<file path="config.mk">
export PLATFORM = sky130hd
export DESIGN_NAME = relay_rx_deframer
export DESIGN_NICKNAME = d
export VERILOG_FILES = /design/src/rtl/relay_rx_deframer.sv
export SDC_FILE = /design/constraint.sdc
export NUM_CORES = 1
export LEC_CHECK = 0
export CAP_MARGIN = 20
export CORE_MARGIN = 4
export CORE_UTILIZATION = 25
export CTS_CLUSTER_SIZE = 24
export DETAILED_ROUTE_END_ITERATION = 10
export PLACE_DENSITY = 0.41
export SLEW_MARGIN = 5
export SYNTH_ARGS = -nofsm -noshare
export SYNTH_HDL_FRONTEND = slang
export SYNTH_SLANG_ARGS = --single-unit
</file>
<file path="constraint.sdc">
create_clock -name ck_1356meg -period 5.8 [get_ports ck_1356meg]
set_clock_uncertainty 0.05 [all_clocks]
set_input_delay 1.16 -clock ck_1356meg [delete_from_list [all_inputs] [get_ports ck_1356meg]]
set_output_delay 1.16 -clock ck_1356meg [all_outputs]
set_load 0.03 [all_outputs]
</file>
<file path="src/rtl/relay_rx_deframer.sv">
// relay_rx_deframer
//   Receive-side deframer for the Proxmark-to-Proxmark relay link. The serial
//   line is sampled once per bit period (16 clocks). The deframer hunts for the
//   sync nibble and reads a length nibble. It then parses that many bytes, each
//   sent as 8 data bits followed by an odd-parity bit. Each byte and its
//   parity-error flag go into a small FIFO. The relay stage drains that FIFO
//   with a valid/ready handshake.
//
// Ports
//   ck_1356meg    in   13.56 MHz clock, all logic on the rising edge
//   reset         in   synchronous, active-high
//   enable        in   0 holds the deframer in HUNT (FIFO keeps its contents)
//   data_in       in   asynchronous serial line from the remote Proxmark
//   byte_out      out  FIFO head data byte (0 while the FIFO is empty)
//   byte_perr     out  FIFO head parity-error flag
//   byte_valid    out  FIFO non-empty
//   byte_ready    in   consumer takes the head when byte_valid is high
//   frame_start   out  1-cycle pulse when the sync nibble is detected
//   frame_end     out  1-cycle pulse with the push of the last byte of a frame
//   len_err       out  1-cycle pulse when the length nibble is zero
//   overflow      out  sticky flag, set by a push that finds the FIFO full
//   overflow_clr  in   clears overflow (a set in the same cycle wins)
module relay_rx_deframer #(
    parameter logic [3:0] SYNC_WORD  = 4'hA,
    parameter int         FIFO_DEPTH = 4,
    parameter int         FIFO_AW    = 2
) (
    input  logic       ck_1356meg,
    input  logic       reset,
    input  logic       enable,
    input  logic       data_in,
    output logic [7:0] byte_out,
    output logic       byte_perr,
    output logic       byte_valid,
    input  logic       byte_ready,
    output logic       frame_start,
    output logic       frame_end,
    output logic       len_err,
    output logic       overflow,
    input  logic       overflow_clr
);

    typedef enum logic [1:0] {
        HUNT   = 2'd0,
        LEN    = 2'd1,
        DATA   = 2'd2,
        PARITY = 2'd3
    } state_t;

    localparam logic [FIFO_AW:0] FULL_COUNT = (FIFO_AW + 1)'(FIFO_DEPTH);

    // ------------------------------------------------------------------
    // Input synchroniser and bit-rate timing
    // ------------------------------------------------------------------
    logic       sync_ff1;
    logic       sync_ff2;
    logic [2:0] div;
    logic       phase;
    logic       tick;
    logic       sample;
    logic       rx_bit;

    // NOTE: clocked state is assigned with <= so every flop samples the
    // pre-edge value of its neighbours; a blocking = here would let sync_ff2
    // see this cycle's sync_ff1 and collapse the two-stage synchroniser.
    always_ff @(posedge ck_1356meg) begin
        if (reset) begin
            sync_ff1 <= 1'b0;
            sync_ff2 <= 1'b0;
            div      <= 3'd0;
            phase    <= 1'b0;
        end else begin
            sync_ff1 <= data_in;
            sync_ff2 <= sync_ff1;
            div      <= div + 3'd1;
            if (tick) begin
                phase <= ~phase;
            end
        end
    end

    // The tick comes every 8 clocks. Only every other tick is a bit sample.
    assign tick   = (div == 3'b100);
    assign sample = tick & ~phase & ~reset;
    assign rx_bit = sync_ff2;

    // ------------------------------------------------------------------
    // Frame parser FSM
    // ------------------------------------------------------------------
    state_t     state,     state_n;
    logic [3:0] hunt_sr,   hunt_n;
    logic [3:0] len_sr,    len_n;
    logic [2:0] bit_cnt,   bit_cnt_n;
    logic [7:0] data_sr,   data_n;
    logic [3:0] remaining, remaining_n;
    logic       push;
    logic [8:0] push_word;

    always_ff @(posedge ck_1356meg) begin
        if (reset) begin
            state     <= HUNT;
            hunt_sr   <= 4'd0;
            len_sr    <= 4'd0;
            bit_cnt   <= 3'd0;
            data_sr   <= 8'd0;
            remaining <= 4'd0;
        end else begin
            state     <= state_n;
            hunt_sr   <= hunt_n;
            len_sr    <= len_n;
            bit_cnt   <= bit_cnt_n;
            data_sr   <= data_n;
            remaining <= remaining_n;
        end
    end

    // NOTE: every signal driven here gets a default before the case
    // statement, so no path leaves a value unassigned and no latch is inferred.
    always_comb begin
        state_n     = state;
        hunt_n      = hunt_sr;
        len_n       = len_sr;
        bit_cnt_n   = bit_cnt;
        data_n      = data_sr;
        remaining_n = remaining;
        push        = 1'b0;
        push_word   = {1'b0, data_sr};
        frame_start = 1'b0;
        frame_end   = 1'b0;
        len_err     = 1'b0;

        if (!enable) begin
            state_n   = HUNT;
            hunt_n    = 4'd0;
            bit_cnt_n = 3'd0;
        end else if (sample) begin
            unique case (state)
                HUNT: begin
                    hunt_n = {hunt_sr[2:0], rx_bit};
                    if (hunt_n == SYNC_WORD) begin
                        frame_start = 1'b1;
                        bit_cnt_n   = 3'd0;
                        state_n     = LEN;
                    end
                end
                LEN: begin
                    len_n     = {len_sr[2:0], rx_bit};
                    bit_cnt_n = bit_cnt + 3'd1;
                    if (bit_cnt == 3'd3) begin
                        bit_cnt_n = 3'd0;
                        if (len_n == 4'd0) begin
                            len_err = 1'b1;
                            hunt_n  = 4'd0;
                            state_n = HUNT;
                        end else begin
                            remaining_n = len_n;
                            state_n     = DATA;
                        end
                    end
                end
                DATA: begin
                    data_n    = {data_sr[6:0], rx_bit};
                    bit_cnt_n = bit_cnt + 3'd1;
                    if (bit_cnt == 3'd7) begin
                        bit_cnt_n = 3'd0;
                        state_n   = PARITY;
                    end
                end
                PARITY: begin
                    // The 9 bits must have odd parity. Even parity flags an error.
                    push        = 1'b1;
                    push_word   = {~(^{data_sr, rx_bit}), data_sr};
                    remaining_n = remaining - 4'd1;
                    if (remaining == 4'd1) begin
                        frame_end = 1'b1;
                        hunt_n    = 4'd0;
                        state_n   = HUNT;
                    end else begin
                        state_n = DATA;
                    end
                end
                default: state_n = HUNT;
            endcase
        end
    end

    // ------------------------------------------------------------------
    // Output FIFO
    // ------------------------------------------------------------------
    logic [8:0]         mem [FIFO_DEPTH];
    logic [FIFO_AW-1:0] wr_ptr;
    logic [FIFO_AW-1:0] rd_ptr;
    logic [FIFO_AW:0]   count;
    logic               full;
    logic               pop;
    logic               push_ok;

    assign full       = (count == FULL_COUNT);
    assign byte_valid = (count != '0);
    assign pop        = byte_valid & byte_ready;
    // A full FIFO still accepts a push when the head leaves in the same cycle.
    assign push_ok    = push & (~full | pop);

    assign byte_out  = byte_valid ? mem[rd_ptr][7:0] : 8'h00;
    assign byte_perr = byte_valid ? mem[rd_ptr][8]   : 1'b0;

    // NOTE: the storage array has no reset. An entry is only read after a
    // push has written it, and byte_out/byte_perr are masked while the FIFO
    // is empty.
    always_ff @(posedge ck_1356meg) begin
        if (push_ok) begin
            mem[wr_ptr] <= push_word;
        end
    end

    always_ff @(posedge ck_1356meg) begin
        if (reset) begin
            wr_ptr   <= '0;
            rd_ptr   <= '0;
            count    <= '0;
            overflow <= 1'b0;
        end else begin
            if (push_ok) begin
                wr_ptr <= wr_ptr + 1'b1;
            end
            if (pop) begin
                rd_ptr <= rd_ptr + 1'b1;
            end
            unique case ({push_ok, pop})
                2'b10:   count <= count + 1'b1;
                2'b01:   count <= count - 1'b1;
                default: count <= count;
            endcase
            if (push && full && !pop) begin
                overflow <= 1'b1;
            end else if (overflow_clr) begin
                overflow <= 1'b0;
            end
        end
    end

endmodule

</file>
==> results of run 1 <==
## per-layer routing
metal	vias to the layer above	GRT usage	wire length, um
li1	1050	-	-
met1	1025	0.113	3210
met2	28	0.146	3140
met3	10	0.0260	203
met4	0	0.0325	110
met5	-	0	0
## cells by family (layout without fill, tap and decap cells)
family / Yosys count / after routing / synth area share
multiplexers: 24 / 24 / 0.103
buffers and inverters: 30 / 57 / 0.0362
adder cells (fa/ha/maj): 20 / 20 / 0.0753
XOR/XNOR: 14 / 14 / 0.0398
AO/OA/AOI/OAI: 29 / 29 / 0.0559
AND/OR/NAND/NOR: 92 / 92 / 0.146
flip-flops: 75 / 75 / 0.544
## per-stage QoR
step	utilization	setup slack, ns
after floorplan	-	2.18
after global placement	0.285	1.33
after detailed placement	0.285	1.31
after CTS	0.308	1.30
after global routing	0.308	1.18
final	0.308	1.33
## report_power, final
group / leakage [nW] / internal [W] / total, W / switching, W
clock: 0.157 / 0.000378 / 0.000594 / 0.000216
combinational: 0.684 / 0.00000902 / 0.0000192 / 0.0000102
sequential: 0.658 / 0.000552 / 0.000555 / 0.00000248
total: 1.50 / 0.000940 / 0.00117 / 0.000228
## registers in the layout, indices dropped and copies added, names as in the netlist, named ones only
signal / flops
mem: 36
data_sr: 8
remaining: 4
bit_cnt: 3
count: 3
div: 3
hunt_sr: 3
len_sr: 3
rd_ptr: 2
state: 2
wr_ptr: 2
overflow: 1
phase: 1
rx_bit: 1
sync_ff1: 1
## cell type report
type	instances	area, um^2
Timing Repair Buffer	21	205
Multi-Input combinational cell	179	1440
Clock inverter	6	87.6
Inverter	20	75.1
Clock buffer	10	229
Tap cell	176	220
Fill cell	1393	9230
Sequential cell	75	1860
## layout by cell type (no fill, tap or decap), types with 2 or more instances in the layout
master           instances
mux4_2                   9
inv_6                    2
clkbuf_16                9
nor2_1                  29
xnor2_1                  8
o21ai_0                  5
clkinv_2                 2
a22oi_1                  2
nand3_1                  9
buf_4                    2
inv_1                   20
nor2b_1                  7
nand2_1                 11
or3_1                    5
o31ai_1                  2
dfxtp_1                 39
bufinv_16                2
nand4_1                  2
nor3_1                   5
edfxtp_1                36
xor2_1                   5
ha_1                    19
mux2i_1                 15
clkdlybuf4s50_1         19
and2_1                  14
a21oi_1                  9
## worst max-delay path by stage
stage                     startpoint       to  slack (ns)  cells after the start
after global routing           reset  len_err        1.18                      7
after detailed placement       reset  len_err        1.31                      7
after floorplan               enable  len_err        2.18                      4
final                          reset  len_err        1.33                      7
after CTS                      reset  len_err        1.30                      7
after global placement         reset  len_err        1.33                      7
## worst max-delay path, cell delays in order
cell and delay (ns):
clkdlybuf4s50_1 0.39, buf_4 0.25, nor2b_1 0.14, buf_4 0.18
nand3_1 0.20, nor3_1 0.24, clkdlybuf4s50_1 0.71
==> reports/metrics.cfg, run 1 <==
[run_status]
outcome=completed

[clock_tree]
cts_tree=built
clk_latency_ns=0.33
cts_buffers=9
root_buffer=clkbuf_16
h-tree-depth=3
cts_sinks=75
ctsHoldBuffers=0
clk_pin_slew_ns=0.06
clock_path_buffers=2
cts_setup_buffers=0
cts_resized=0

[sta]
setup_violations=0
rsz0062_at_grt=no
hold_viol=0
hold_ws_ns=0.386
max_freq_ghz=0.223
fin_crit_ns=4.47
finalMaxSlewViolations=0
fin_tns_setup_ns=0
fin_crit_sh=0.772
tightest_slew_ns=0.746
slew_headroom=0.499

[place]
dp_cells=471
dpl_cell_area_um2=3800
io_buffers=19
dp_hpwl_um=4540
gp_congestion=0.723

[floorplan]
ios=20
num_rows=42
die_h_um=125
core_um2=13300
start_util=0.257
die-area_um2=15600
die_x_um=125

[global_route]
grt.total_usage=0.0896
overflow=0
grt_max_degree=34
grt_pass1_vias=2089
grt_pass1_wl_um=11100
antenna_found_initial=0

[routing]
vias=2113
vias_per_cell=4.34
wl_per_cell_um=13.7
drt_iter0_markers=69
route.detailed.drc=0
ant_nets=0
wl_um=6670
drt_first_pass_iters=5

[finish]
antennaDiodeCount=0
drive_gt1_frac=0.0932
area_delta_synth_final_pct=20.2
fin_nets=332
instances_no_fill=487
final_area_um2=4120

[min_path]
whs_endpoint=rx_bit$_SDFF_PP0_
hp-start=sync_ff1$_SDFF_PP0_
worstHoldPathCells=1
hold_class=reg -> reg

[power]
p_leak_nw=1.50
vdd_ir_drop_max_mv=0.106
power_w=0.00117
power_density_nw_per_um2=284

[synthesis]
synth_seq_cells=75
post-synth-top-count-cell=dfxtp_1
yosysWarnings=0
yosysSeqAreaShare=0.544
postSynthAreaPerCell_um2=12.1
synth-main-ff-cell=dfxtp_1
synth_nets=310
synth_area_leader_cell=edfxtp_1
synth-edff-count=36
synth-async-reset-ratio=0
synth_area_um2=3420
syn-instance-count=284
synth_cell_types=46
synthTopCellsByCount=dfxtp_1, edfxtp_1, nor2_1
synth_top_area_share=0.316
synth_area_leaders=edfxtp_1, dfxtp_1, ha_1, mux4_2, mux2i_1

[critical_path]
crit_required_ns=4.59
r2r_slack_ns=3.17
critPathMaxFanout=33
rr_endpoint=count[2]$_SDFFE_PP0P_
crit_type=in -> out
r2r_cells=12
cp-start-kind=input pin
cp-end-kind=output port
worstPathArrival_ns=3.26
timing.rr.start=div[0]$_SDFF_PP0_

[run]
maxCapViolations=0

Power figures use the tool's default switching activity.
==> inputs of run 2 (changes only) <==
Settings changed: PLACE_DENSITY 0.41 to 0.42.
Clock period 5.8 ns to 4.1 ns, I/O delays scaled along.
==> run 2 against run 1 <==
  * Sequential cell count unchanged
  * Global-route usage barely moved
  * Sequential power rose by 41%
  * Sequential share of layout area is the same
  * Final cell count is the same
  * Clock power rose by 40%
  * Combinational power grew 41%
  * Final area stayed put
  * Non-clock buffer count unchanged
  * Clock-buffer cell count grew 2
==> reports/metrics.cfg, run 2 (synthesized netlist as in run 1, its figures left out) <==
[critical_path]
r2r_cells=12  ; unchanged
cp-start-kind=flop
timing.rr.start=div[0]$_SDFF_PP0_
crit_type=reg -> out
r2r_slack_ns=1.46  ; -1.71 ns
crit_required_ns=3.23  ; -1.36 ns
worstPathArrival_ns=2.44  ; -0.82 ns
rr_endpoint=count[2]$_SDFFE_PP0P_
endpoint=byte_out[0]
critPathMaxFanout=9  ; -73%
cp-end-kind=output port

[finish]
mostFrequentLayoutCells=dfxtp_1, edfxtp_1, nor2_1
antennaDiodeCount=0  ; unchanged
top_regs=mem (36), data_sr (8), remaining (4)
area_delta_synth_final_pct=20.2  ; unchanged
fin_nets=332  ; unchanged
drive_gt1_frac=0.103  ; +0.00965
regMostFlops=mem
instances_no_fill=487  ; unchanged
largest_reg_flops=36  ; unchanged
final_common_cell=dfxtp_1
final_area_um2=4120  ; unchanged

[place]
dp_hpwl_um=4510  ; -0.67%
gp_congestion=0.723  ; about the same
io_buffers=19  ; unchanged
dpl_cell_area_um2=3790  ; -0.20%
pre_cts_ws_ns=0.624  ; -0.685 ns
dp_cells=471  ; unchanged

[routing]
vias_per_cell=4.26  ; -1.8%
wl_per_cell_um=13.4  ; -2.4%
wl_um=6510  ; -2.4%
vias=2074  ; -1.8%
drt_first_pass_iters=4  ; -1
drt_iter0_markers=75  ; +8.7%
route.detailed.drc=0  ; unchanged
ant_nets=0  ; unchanged

[clock_tree]
h-tree-depth=3  ; unchanged
clk_latency_ns=0.33  ; about the same
cts_setup_buffers=0  ; unchanged
cts_sinks=75  ; unchanged
clk_pin_slew_ns=0.06  ; about the same
cts_buffers=9  ; unchanged
clock_path_buffers=2  ; unchanged
root_buffer=clkbuf_16
cts_resized=0  ; unchanged
ctsHoldBuffers=0  ; unchanged
cts_tree=built

[power]
power_density_nw_per_um2=399  ; +41%
vdd_ir_drop_max_mv=0.159  ; +50%
p_leak_nw=1.51  ; +0.65%
power_w=0.00164  ; +41%

[global_route]
overflow=0  ; unchanged
grt.total_usage=0.0893  ; -0.000313
grt_pass1_wl_um=11000  ; -0.56%
antenna_found_initial=0  ; unchanged
grt_max_degree=33  ; -2.9%
grt_pass1_vias=2122  ; +1.6%

[sta]
setup_violations=0  ; unchanged
finalMaxSlewViolations=0  ; unchanged
hold_viol=0  ; unchanged
slew_headroom=0.522  ; +0.0233
fin_crit_ns=3.31
fin_tns_setup_ns=0  ; unchanged
rsz0062_at_grt=no
fin_crit_sh=0.807
setup_slack_ns=0.792  ; -0.533 ns
max_freq_ghz=0.302
tightest_slew_ns=0.711  ; -0.0347 ns

[floorplan]
die_x_um=125  ; unchanged
start_util=0.257  ; unchanged
die-area_um2=15600  ; unchanged
num_rows=42  ; unchanged
die_h_um=125  ; unchanged
ios=20  ; unchanged
core_um2=13300  ; unchanged

[run_status]
outcome=completed

[run]
maxCapViolations=0  ; unchanged

[min_path]
hold_class=reg -> reg

[run 2: metal layers]
| metal | vias to the layer above | GRT usage | wire, um |
|---|---|---|---|
| met5 | - | 0 | 0 |
| met4 | 0 | 0.0344 | 122 |
| met3 | 9 | 0.0281 | 226 |
| met2 | 33 | 0.144 | 3040 |
| met1 | 981 | 0.112 | 3120 |
| li1 | 1051 | - | - |
[run 2: layout make-up]
| class | count | area (um^2) |
|---|---|---|
| Timing Repair Buffer | 21 | 198 |
| Clock inverter | 4 | 56.3 |
| Multi-Input combinational cell | 179 | 1440 |
| Sequential cell | 75 | 1860 |
| Clock buffer | 12 | 268 |
| Inverter | 20 | 75.1 |
| Tap cell | 176 | 220 |
| Fill cell | 1391 | 9230 |
[run 2: worst min-delay path by stage]
stage	from	end	slack (ns)	cells past startpoint
floorplan	div[0]$_SDFF_PP0_	div[0]$_SDFF_PP0_	0.35	1
global placement	div[0]$_SDFF_PP0_	div[0]$_SDFF_PP0_	0.37	1
detailed placement	div[0]$_SDFF_PP0_	div[0]$_SDFF_PP0_	0.38	1
CTS	div[0]$_SDFF_PP0_	div[0]$_SDFF_PP0_	0.39	1
global route	div[0]$_SDFF_PP0_	div[0]$_SDFF_PP0_	0.41	1
finish	div[0]$_SDFF_PP0_	div[0]$_SDFF_PP0_	0.39	1
[run 2: power breakdown]
part	switching [W]	internal [W]
registers	0.00000359	0.000781
logic	0.0000144	0.0000127
clock network	0.000302	0.000528
total	0.000320	0.00132
[run 2: through the flow]
stage,util,hold WS (ns)
global route,0.308,0.410
detailed placement,0.284,0.379
finish,0.308,0.395
global placement,0.284,0.373
CTS,0.308,0.395
floorplan,-,0.352
[run 2: worst max-delay path, cell delays in order (launching register included)]
cell	delay (ns)
dfxtp_1	0.74
mux4_2	0.60
and2_1	0.17
clkdlybuf4s50_1	0.58
==> edit, RTL diff (flow settings as in run 2) <==
Take the reset off `data_sr` and load it in a clocked block of its own.
--- a/src/rtl/relay_rx_deframer.sv
+++ b/src/rtl/relay_rx_deframer.sv
@@ -104,3 +104,2 @@
             bit_cnt   <= 3'd0;
-            data_sr   <= 8'd0;
             remaining <= 4'd0;
@@ -111,5 +110,8 @@
             bit_cnt   <= bit_cnt_n;
-            data_sr   <= data_n;
             remaining <= remaining_n;
         end
+    end
+
+    always_ff @(posedge ck_1356meg) begin
+        data_sr <= data_n;
     end
Formal check against the unedited RTL: no difference found for any inputs over 10 cycles, from zero or initial values and one cycle with reset high; that may be too few to reach the edited logic, so the function may still have changed.
==> edit against run 2 <==
Setup slack worse by 0.072 ns; global-route usage grew 0.47 points; synthesized area increased by 2.5%; die area grew 2.4%; critical endpoint is now frame_start; sequential power increased by 1%; power fell by 4.3%; final cell count is 1.2% higher; wire length up 7.6%; highest routed layer unchanged; sequential cell count stayed put; via count grew 5.1%; design area up 1.8%; largest power group is now registers.
==> edit: results (changes against run 2) <==
[placed_design]
dpl.hpwl_um=4890  ; was 4510 um
globalplace.congestion=0.748  ; was 0.723
port_buffers=19  ; unchanged
dpl.cell_count=477  ; was 471

[power_and_ir_drop]
worst_ir_drop_vdd_uv=222  ; was 159 uV
p_leak_nw=1.38  ; was 1.51 nW

[logic_synthesis]
synth-main-ff-cell=edfxtp_1  ; was dfxtp_1
synth_common_cells=44 x edfxtp_1, 31 x dfxtp_1, 20 x nor2b_1  ; was 39 x dfxtp_1, 36 x edfxtp_1, 29 x nor2_1
synth_mux_area_share_pct=6.63  ; was 10.3%
synthXorXnorAreaFrac_pct=3.39  ; was 3.98%
synthAdderAreaFrac_pct=6.99  ; was 7.53%
syn_nets=309  ; was 310
synth_area_leaders=edfxtp_1 38%, dfxtp_1 18%, ha_1 6.4%  ; was edfxtp_1 32%, dfxtp_1 23%, ha_1 6.9%
syn_area_per_cell_um2=12.4  ; was 12.1 um^2
synth_most_common_cell=edfxtp_1  ; was dfxtp_1
yosysWarnings=0  ; unchanged
synth_edf_count=44  ; was 36
ys_seq_area_share_pct=55.3  ; was 54.4%
synth_compound_area_share_pct=10.3  ; was 5.59%
synthArstFlopShare_pct=0  ; unchanged

[setup_path]
slowest_delay_ns=0.41  ; was 0.74 ns
critPathArrivalTime_ns=2.51  ; was 2.44 ns
cpLargestDelayFamily=buffers and inverters  ; was flip-flops
ff2ff_setup_slack_ns=1.27  ; was 1.46 ns
endpoint=frame_start  ; was byte_out[0]
r2r_start=state[0]  ; was div[0]
crit_fanout=16  ; was 9
timing.rr.end=mem[2][6]  ; was count[2]
r2r_cells=4  ; was 12
cp_slowest_cell=clkdlybuf4s50_1  ; was dfxtp_1

[global_routing]
grt_usage_pct=9.40  ; was 8.93%
grt_first_pass_wirelength_um=11800  ; was 11000 um
grt_max_degree=17  ; was 33
overflow=0  ; unchanged
antenna_found_initial=0  ; unchanged
first_global_vias=2280  ; was 2122

[timing]
slew_headroom_pct=53.7  ; was 52.2%

[route]
drt_first_pass_iters=4  ; unchanged
vias=2179  ; was 2074
drtIter0Drc=114  ; was 75
drt-total-wl_um=7010  ; was 6510 um
via_per_inst=4.42  ; was 4.26

[cells_and_area]
drive_gt1_share_pct=12.5  ; was 10.3%
fill_cells=1383  ; was 1391
reg_top3=mem (36), data_sr (8), remaining (4)  ; unchanged
num-nets-final=333  ; was 332

[cts]
cts_made_buffers=9  ; unchanged
h-tree-depth=3  ; unchanged

[worst_hold_path]
hold_path_class=reg -> reg  ; unchanged

[outcome]
status=finished, final reports clean  ; unchanged

[edit: kinds of logic (layout without fill, tap and decap cells)]
logic type	Yosys count	in the layout
xor gates and xnor gates	12	12
muxes	12	12
AOI/OAI and AO/OA	51	51
and+or+nand+nor	84	84
DFF	75	75
buffers and inverters	31	60
adders and majority gates	19	19
[edit: per-layer routing]
metal	GRT usage [%]	vias to the layer above	part of all wire [%]	wire length, um
met4	2.84	0	0.78	55
met3	2.99	4	2.9	202
met2	15.3	33	48	3390
met5	0	-	0	0
met1	11.9	1050	48	3360
li1	-	1092	-	-
[edit: final cells by class]
type	count	area, um^2	area share, %
flip-flops and latches	75	1940	46.3
multi-input cells	178	1440	34.4
clock buffers	10	239	5.70
well taps	180	225	5.37
repair buffers	24	220	5.26
inverters	20	75.1	1.79
clock inverters	6	47.5	1.13
[edit: worst min path at each step]
stage	start	endpoint	slack (ns)
after CTS	div[0]	div[0]	0.40
after global routing	sync_ff1	rx_bit	0.40
after floorplan	div[0]	div[0]	0.35
after detailed placement	sync_ff1	rx_bit	0.38
after global placement	sync_ff1	rx_bit	0.37
final	div[0]	div[0]	0.39
[edit: through the flow]
step           util (%)  hold WS (ns)  instance area [um^2]  setup slack, ns
2_1_floorplan         -         0.352                  3510             1.07
3_3_place_gp       28.2         0.372                  3900            0.714
3_5_place_dp       28.2         0.379                  3900            0.703
4_1_cts            30.3         0.395                  4190            0.696
5_1_grt            30.3         0.404                  4190            0.561
6_report           30.3         0.389                  4190            0.720
[edit: power by group]
| part | switching (mW) | internal, mW | total (mW) |
|---|---|---|---|
| Clock | 0.317 | 0.431 | 0.748 |
| Combinational | 0.0145 | 0.0134 | 0.0279 |
| Sequential | 0.00355 | 0.792 | 0.796 |
[edit: worst reg2reg max path, delay by kind of cell, from the launching register on]
kind | cells | cell delay [ns]
buf+inv | 1 | 0.39
simple gates | 2 | 1.13
fa+ha+maj | 1 | 0.44
flops | 1 | 0.45
